File: src/rtl/mem_arbiter.sv
// mem_arbiter: two-client (I-cache / D-cache) arbiter in front of a single shared,
// multi-cycle main memory. One client owns the memory at a time; a read grant is held
// until the owner stops requesting and all of its in-flight reads have returned.
// D-cache stores are issued for one cycle and acknowledged with a d_wdone pulse.
module mem_arbiter #(
    parameter int RD_LAT  = 4,   // memory read latency (request to mem_data_valid)
    parameter int WR_LAT  = 4,   // cycles from the mem_wr issue cycle to d_wdone
    parameter int MAX_OUT = 8    // maximum outstanding reads
) (
    input  logic        clk,
    input  logic        rst_n,
    // I-cache port
    input  logic [15:0] i_addr,
    input  logic        i_re,
    output logic [15:0] i_din,
    output logic        i_data_valid,
    // D-cache port
    input  logic [15:0] d_addr,
    input  logic        d_re,
    input  logic        d_we,
    input  logic [15:0] d_wdata,
    output logic [15:0] d_din,
    output logic        d_data_valid,
    output logic        d_wdone,
    // main memory port
    output logic [15:0] mem_addr,
    output logic        mem_re,
    output logic        mem_wr,
    output logic [15:0] mem_wdata,
    input  logic [15:0] mem_rdata,
    input  logic        mem_data_valid
);

    // The outstanding and write-wait counters are 4 bits wide.
    if (RD_LAT < 1 || WR_LAT < 2 || WR_LAT > 16 || MAX_OUT < 1 || MAX_OUT > 15) begin : g_param_check
        $error("mem_arbiter: unsupported parameter values");
    end

    localparam logic [3:0] OUT_MAX  = 4'(MAX_OUT);
    localparam logic [3:0] WR_LAST  = 4'(WR_LAT - 1);

    // DWR_ISSUE is a reserved encoding: the store is issued from IDLE in the grant
    // cycle itself, so the state is never entered and falls back to IDLE if it is.
    typedef enum logic [2:0] {
        IDLE,
        GNT_I,
        GNT_DR,
        DWR_ISSUE,
        DWR_WAIT
    } state_t;

    state_t     state_reg, state_next;
    logic [3:0] outstanding_reg, outstanding_next;
    logic [3:0] wr_cnt_reg, wr_cnt_next;
    logic       ret_accept;

    // Saturating up/down count of reads issued but not yet returned.
    function automatic logic [3:0] count_next(input logic [3:0] cnt,
                                              input logic inc,
                                              input logic dec);
        logic [3:0] r;
        r = cnt;
        if (inc && !dec) begin
            r = (cnt >= OUT_MAX) ? OUT_MAX : cnt + 4'd1;
        end else if (dec && !inc) begin
            r = (cnt == 4'd0) ? 4'd0 : cnt - 4'd1;
        end
        return r;
    endfunction

    // State, outstanding-read count and write-wait count registers.
    always_ff @(posedge clk or negedge rst_n) begin
        if (!rst_n) begin
            state_reg       <= IDLE;
            outstanding_reg <= 4'd0;
            wr_cnt_reg      <= 4'd0;
        end else begin
            state_reg       <= state_next;
            outstanding_reg <= outstanding_next;
            wr_cnt_reg      <= wr_cnt_next;
        end
    end

    // Arbitration, memory command muxing, read-data routing and next-state logic.
    always_comb begin
        state_next       = state_reg;
        outstanding_next = outstanding_reg;
        wr_cnt_next      = wr_cnt_reg;
        mem_re           = 1'b0;
        mem_wr           = 1'b0;
        mem_addr         = 16'h0000;
        mem_wdata        = 16'h0000;
        i_din            = 16'h0000;
        i_data_valid     = 1'b0;
        d_din            = 16'h0000;
        d_data_valid     = 1'b0;
        d_wdone          = 1'b0;
        // A return is only meaningful while a read grant has reads in flight.
        ret_accept       = mem_data_valid && (outstanding_reg != 4'd0);

        case (state_reg)
            IDLE: begin
                // Zero-latency arbitration; the rst_n gate keeps every output low
                // while reset is held even though requests may be active.
                outstanding_next = 4'd0;
                wr_cnt_next      = 4'd0;
                if (rst_n) begin
                    if (d_we) begin
                        mem_wr      = 1'b1;
                        mem_addr    = d_addr;
                        mem_wdata   = d_wdata;
                        wr_cnt_next = 4'd1;
                        state_next  = DWR_WAIT;
                    end else if (d_re) begin
                        mem_re           = 1'b1;
                        mem_addr         = d_addr;
                        outstanding_next = 4'd1;
                        state_next       = GNT_DR;
                    end else if (i_re) begin
                        mem_re           = 1'b1;
                        mem_addr         = i_addr;
                        outstanding_next = 4'd1;
                        state_next       = GNT_I;
                    end
                end
            end

            GNT_I: begin
                mem_re           = i_re;
                mem_addr         = i_addr;
                i_data_valid     = ret_accept;
                i_din            = ret_accept ? mem_rdata : 16'h0000;
                outstanding_next = count_next(outstanding_reg, i_re, ret_accept);
                if (!i_re && outstanding_next == 4'd0) begin
                    state_next = IDLE;
                end
            end

            GNT_DR: begin
                mem_re           = d_re;
                mem_addr         = d_addr;
                d_data_valid     = ret_accept;
                d_din            = ret_accept ? mem_rdata : 16'h0000;
                outstanding_next = count_next(outstanding_reg, d_re, ret_accept);
                if (!d_re && outstanding_next == 4'd0) begin
                    state_next = IDLE;
                end
            end

            DWR_WAIT: begin
                // The store was issued on entry; wait out the write latency.
                if (wr_cnt_reg >= WR_LAST) begin
                    d_wdone     = 1'b1;
                    wr_cnt_next = 4'd0;
                    state_next  = IDLE;
                end else begin
                    wr_cnt_next = wr_cnt_reg + 4'd1;
                end
            end

            default: begin
                state_next       = IDLE;
                outstanding_next = 4'd0;
                wr_cnt_next      = 4'd0;
            end
        endcase
    end

endmodule

File: config.mk
export PLATFORM = sky130hd
export DESIGN_NAME = mem_arbiter
export DESIGN_NICKNAME = d
export VERILOG_FILES = /design/src/rtl/mem_arbiter.sv
export SDC_FILE = /design/constraint.sdc
export NUM_CORES = 1
export LEC_CHECK = 0
export ABC_AREA = 1
export ABC_CLOCK_PERIOD_IN_PS = 1560
export CORE_MARGIN = 2
export CORE_UTILIZATION = 28
export DETAILED_ROUTE_END_ITERATION = 16
export HOLD_SLACK_MARGIN = 0.12
export PLACE_DENSITY = 0.8
export SYNTH_ARGS = -nofsm -noshare
export SYNTH_HDL_FRONTEND = slang
export SYNTH_SLANG_ARGS = --single-unit
File: constraint.sdc
create_clock -name clk -period 1.56 [get_ports clk]
set_input_delay 0.156 -clock clk [delete_from_list [all_inputs] [get_ports clk]]
set_output_delay 0.156 -clock clk [all_outputs]
set_load 0.005 [all_outputs]
# After elaboration in Yosys (flattened, before gate mapping)
# Index checks and enable logic that the tools add are counted.
# totals
regBits	11
inputBits	70
out_inout_bits	69
elab_cells	81
# classes
add_sub_neg	3
magnitude_cmp	2
n_eq_ne	8
muxes	48
reduce_logical	17
# op_table
cell	count
two-way mux 16 bit	10
case mux 16 bit (3 select lines)	1
two-way mux 4 bit	9
two-way mux 3 bit	7
two-way mux 1 bit	17
case mux 4 bit (4 select lines)	1
logical NOT 4 bit	3
case mux 3 bit (4 select lines)	1
case mux 4 bit (3 select lines)	1
adder 4 x 1 -> 4 bit (second input constant)	2
!= test 2 bit (second input constant)	4
logical AND 1 bit	7
AND reduction 5 bit	1
>= comparator 4 x 2 -> 1 bit (second input constant)	1
>= comparator 4 bit (second input constant)	1
!= test 4 bit (second input constant)	1
nonzero test 4 bit	1
subtractor 4 x 1 -> 4 bit (second input constant)	1
== test 3 x 1 -> 1 bit (second input constant)	1
== test 3 x 2 -> 1 bit (second input constant)	1
== test 3 bit (second input constant)	1
logical NOT 1 bit	3
logical NOT 3 bit	1
case mux 1 bit (3 select lines)	1
OR reduction 2 bit	1

# Longest topological paths before layout
# depth
ltp_word	10
mapped_depth	14
ltp_nobuf	13

# Least setup slack after synthesis
# Ideal clock, no wire load.
# synth_timing
kind	reg-to-output
startpoint	reg outstanding_reg[0]
endpoint	out d_din[10]
arrival_ps	1563
required_ps	1404
path_slack_ps	-159
stages_incl_launch_ff	10
path_buffers	2
path_cell_list	dfrtp_1 inv_1 ha_1 nand2_2 nand2_2 buf_6 nor2_1 inv_1 buf_2 nor2_1
# synth_between
elab_chain_cells	4
# synth_lines
item	line_no	rtl
start: declaration	53	logic [3:0] outstanding_reg, outstanding_next;
start signal: assignment	79	outstanding_reg <= outstanding_next;
nonzero test 4 bit	99	ret_accept = mem_data_valid && (outstanding_reg != 4'd0);
logical AND 1 bit	99	
two-way mux 16 bit	143	d_din = ret_accept ? mem_rdata : 16'h0000;
two-way mux 16 bit	101	case (state_reg)
end: declaration	22	output logic [15:0] d_din,
# No other way between the ends.

# Worst setup path in the final report
# layout_timing
startpoint	reg state_reg[1]
endpoint	out mem_addr[4]
# layout_between
elab_chain_cells	2
elab_cells_between_ends	4
cone_classes	eq/ne (2); mux (1); reduce/logical (1)
# layout_lines
item	line_no	rtl
start: declaration	52	state_t state_reg, state_next;
start signal: assignment	78	state_reg <= state_next;
== test 3 x 2 -> 1 bit, or another cell as far along	101	
case mux 16 bit (3 select lines) (*)	101	
end: declaration	26	output logic [15:0] mem_addr,
# Every way passes the cells marked *; elsewhere a longest branch is shown, timed or not.

==> summary.md <==
| Metric | Value |
|---|---|
| Most common cell after layout, fill and taps aside | `inv_1` |
| Drt initial violations | `100` |
| Yosys cell types | `27` |
| CTS tree | `built` |
| Largest cells by area after synthesis | `inv_1 (22%), dfrtp_1 (18%), nor2_1 (17%), nand2_1 (9.6%), nand3_1 (8.5%)` |
| RePlAce Congestion | `0.941` |
| Crit end category | `output port` |
| Layout area overhead | `160%` |
| Wire length per cell | `13.5 um` |
| Worst-path clk slew | `0.05 ns` |
| Nets@finish | `569` |
| DRT antenna net count | `0` |
| Worst path top cell family by delay | `buffers and inverters` |
| H-tree depth | `1` |
| CP arrival | `1.65 ns` |
| Worst slew pin tran | `0.317 ns` |
| WP data required | `1.40 ns` |
| Slew Limit Fails | `0` |
| FF-to-FF Start | `outstanding_reg[0]` |
| CP max stage delay | `0.40 ns` |
| Worst path slowest cell | `dfrtp_1` |
| Max_slew headroom | `78.7%` |
| Detailed Routing Iterations Pass 1 | `4` |
| Number of global-route vias before repair | `2,674` |
| WS Path Type | `flip-flop to output port` |
| Worst r2r path cells | `13` |
| Vias per inst | `4.69` |
| Commonest non-fill, non-tap cells in the layout | `inv_1 (78), clkdlybuf4s50_1 (69), buf_2 (63), buf_4 (34)` |
| HP Class | `input port to async pin` |
| Crit Path Max Fanout | `16` |
| Worst path bufs/invs | `5` |
| Root buf cell | `clkbuf_8` |
| Final Hold Vio Count | `0` |
| Via count | `2,649` |
| Register area share after synthesis | `18.0%` |
| RSZ-0062 raised after global routing | `yes` |
| Cts hold-fix bufs | `0` |
| Core ar. | `5200 um^2` |
| Layout Cells excl Fill | `565` |
| Clk Latency, worst-skew pair | `0.24 ns` |
| # DRC | `0` |
| Final setup fails | `71` |
| Violated checks | `setup timing` |
| Die height | `78.0 um` |
| MaxCap Viol Count | `0` |
| Rows | `26` |
| VDD IR max | `0.577 mV` |
| Placed Cells | `528` |
| Crit path cell chain | `buf_6 > nor2_4 > nand2_4 > buf_6 > inv_2 > a21oi_4 > buf_12 > o22ai_1 > buf_2` |
| R2R setup slack | `-0.16 ns` |
| Clock buffer count from CTS | `3` |
| Yosys reg bits | `11` |
| Antenna Cells | `0` |
| Final Cycle Share | `116%` |
| Post-Synthesis Cell Area | `1530 um^2` |
| Final Critical Period | `1.81 ns` |
| Number of warnings issued by yosys | `0` |
| Clk_skew | `0.000316 ns` |
| Initial Utilization | `29.4%` |
| Total detailed-routing wirelength | `7640 um` |
| Die area | `6080 um^2` |
| Gr usage total | `23.4%` |
| Place WS | `-0.649 ns` |
| Reg2reg end | `state_reg[1]` |
| CP most frequent cell | `buf_6` |
| Synth area leader | `inv_1` |
| Clock Path Buffers | `2` |
| Setup TNS | `-11.33 ns` |
| Syn_area_per_cell | `5.29 um^2` |
| IO Port Bufs | `138` |
| Nature of the critical path startpoint | `flip-flop` |
| Die X | `78.0 um` |
| HPWL after detailed placement | `4940 um` |
| FMAX | `553 MHz` |
| Leak | `0.00215 uW` |
| Share of cells above drive strength 1 | `50.9%` |
| Power Density | `852 nW/um^2` |
| Worst setup margin | `-0.248 ns` |
| Largest net degree at the start of global routing | `17` |
| Status | `complete, but fails checks` |
| Syn nets | `363` |
| Num ports | `139` |
| Top cell type's share of synthesized area | `21.6%` |
| Antenna violations before repair | `0` |
| Grt ovf | `0` |
| First-pass GRT wire length | `11,600 um` |
| Total clock sinks | `11` |
| Post-Syn Instances | `290` |
cell families after synthesis:
family                   synth area share (%)
AND/OR/NAND/NOR                          38.9
buffers and inverters                    25.6
AO/OA/AOI/OAI                            15.0
flip-flops                               18.0
adder cells (fa/ha/maj)                  2.45
what timing repair did:
item                       in CTS  in global routing
setup buffers                  27                  8
hold endpoints to repair        0                  0
pin swaps                       8                 18
setup endpoints to repair      75                 78
cloned                          4                  1
gates resized for setup       358                 99
layer usage:
layer	global-route usage (%)	share of wire [%]
met5	0	0
met4	7.54	2.4
met3	6.98	10
met2	47.3	55
met1	21.9	33
through the flow:
step	hold WS (ns)	total power (uW)	cell area, um^2	util, %
global placement	0.484	2250	3260	62.7
floorplan	-0.140	1270	1570	-
finish	0.332	3400	3990	76.7
detailed placement	0.491	2270	3260	62.7
CTS	0.324	2960	3620	69.5
global route	0.353	3630	3990	76.7
worst max-delay path by stage:
stage | startpoint | to | cells past startpoint
global route | state_reg[1] | mem_wdata[0] | 8
global placement | rst_n | mem_wdata[10] | 8
detailed placement | rst_n | mem_addr[10] | 6
finish | state_reg[1] | mem_addr[4] | 9
floorplan | outstanding_reg[0] | state_reg[1] | 14
CTS | state_reg[0] | mem_wdata[14] | 8
cells in the mapped netlist (all sizes together):
library cell	instances
buf	8
ha	3
o221ai	1
o31ai	1
a31oi	1
nor3	3
nor2	70
nand4	1
nand3b	1
a21oi	5
inv	89
clkinv	1
dfrtp	11
o21ai	4
o22ai	16
o211ai	5
a22o	1
nand3	26
o2111ai	1
nand2	42
layout make-up:
cell class,count,area [um^2]
repair inverters,1,11.3
well taps,70,87.6
repair buffers,208,1810
clock buffers,4,45.0
multi-input cells,181,1400
fillers,356,1210
inverters,90,358
flip-flops and latches,11,275
where the power goes:
| group | switching (uW) | internal, uW | total (uW) |
|---|---|---|---|
| clock | 104 | 179 | 283 |
| sequential | 48.6 | 347 | 396 |
| combinational | 1320 | 1410 | 2720 |
(Power assumes the default switching activity.)
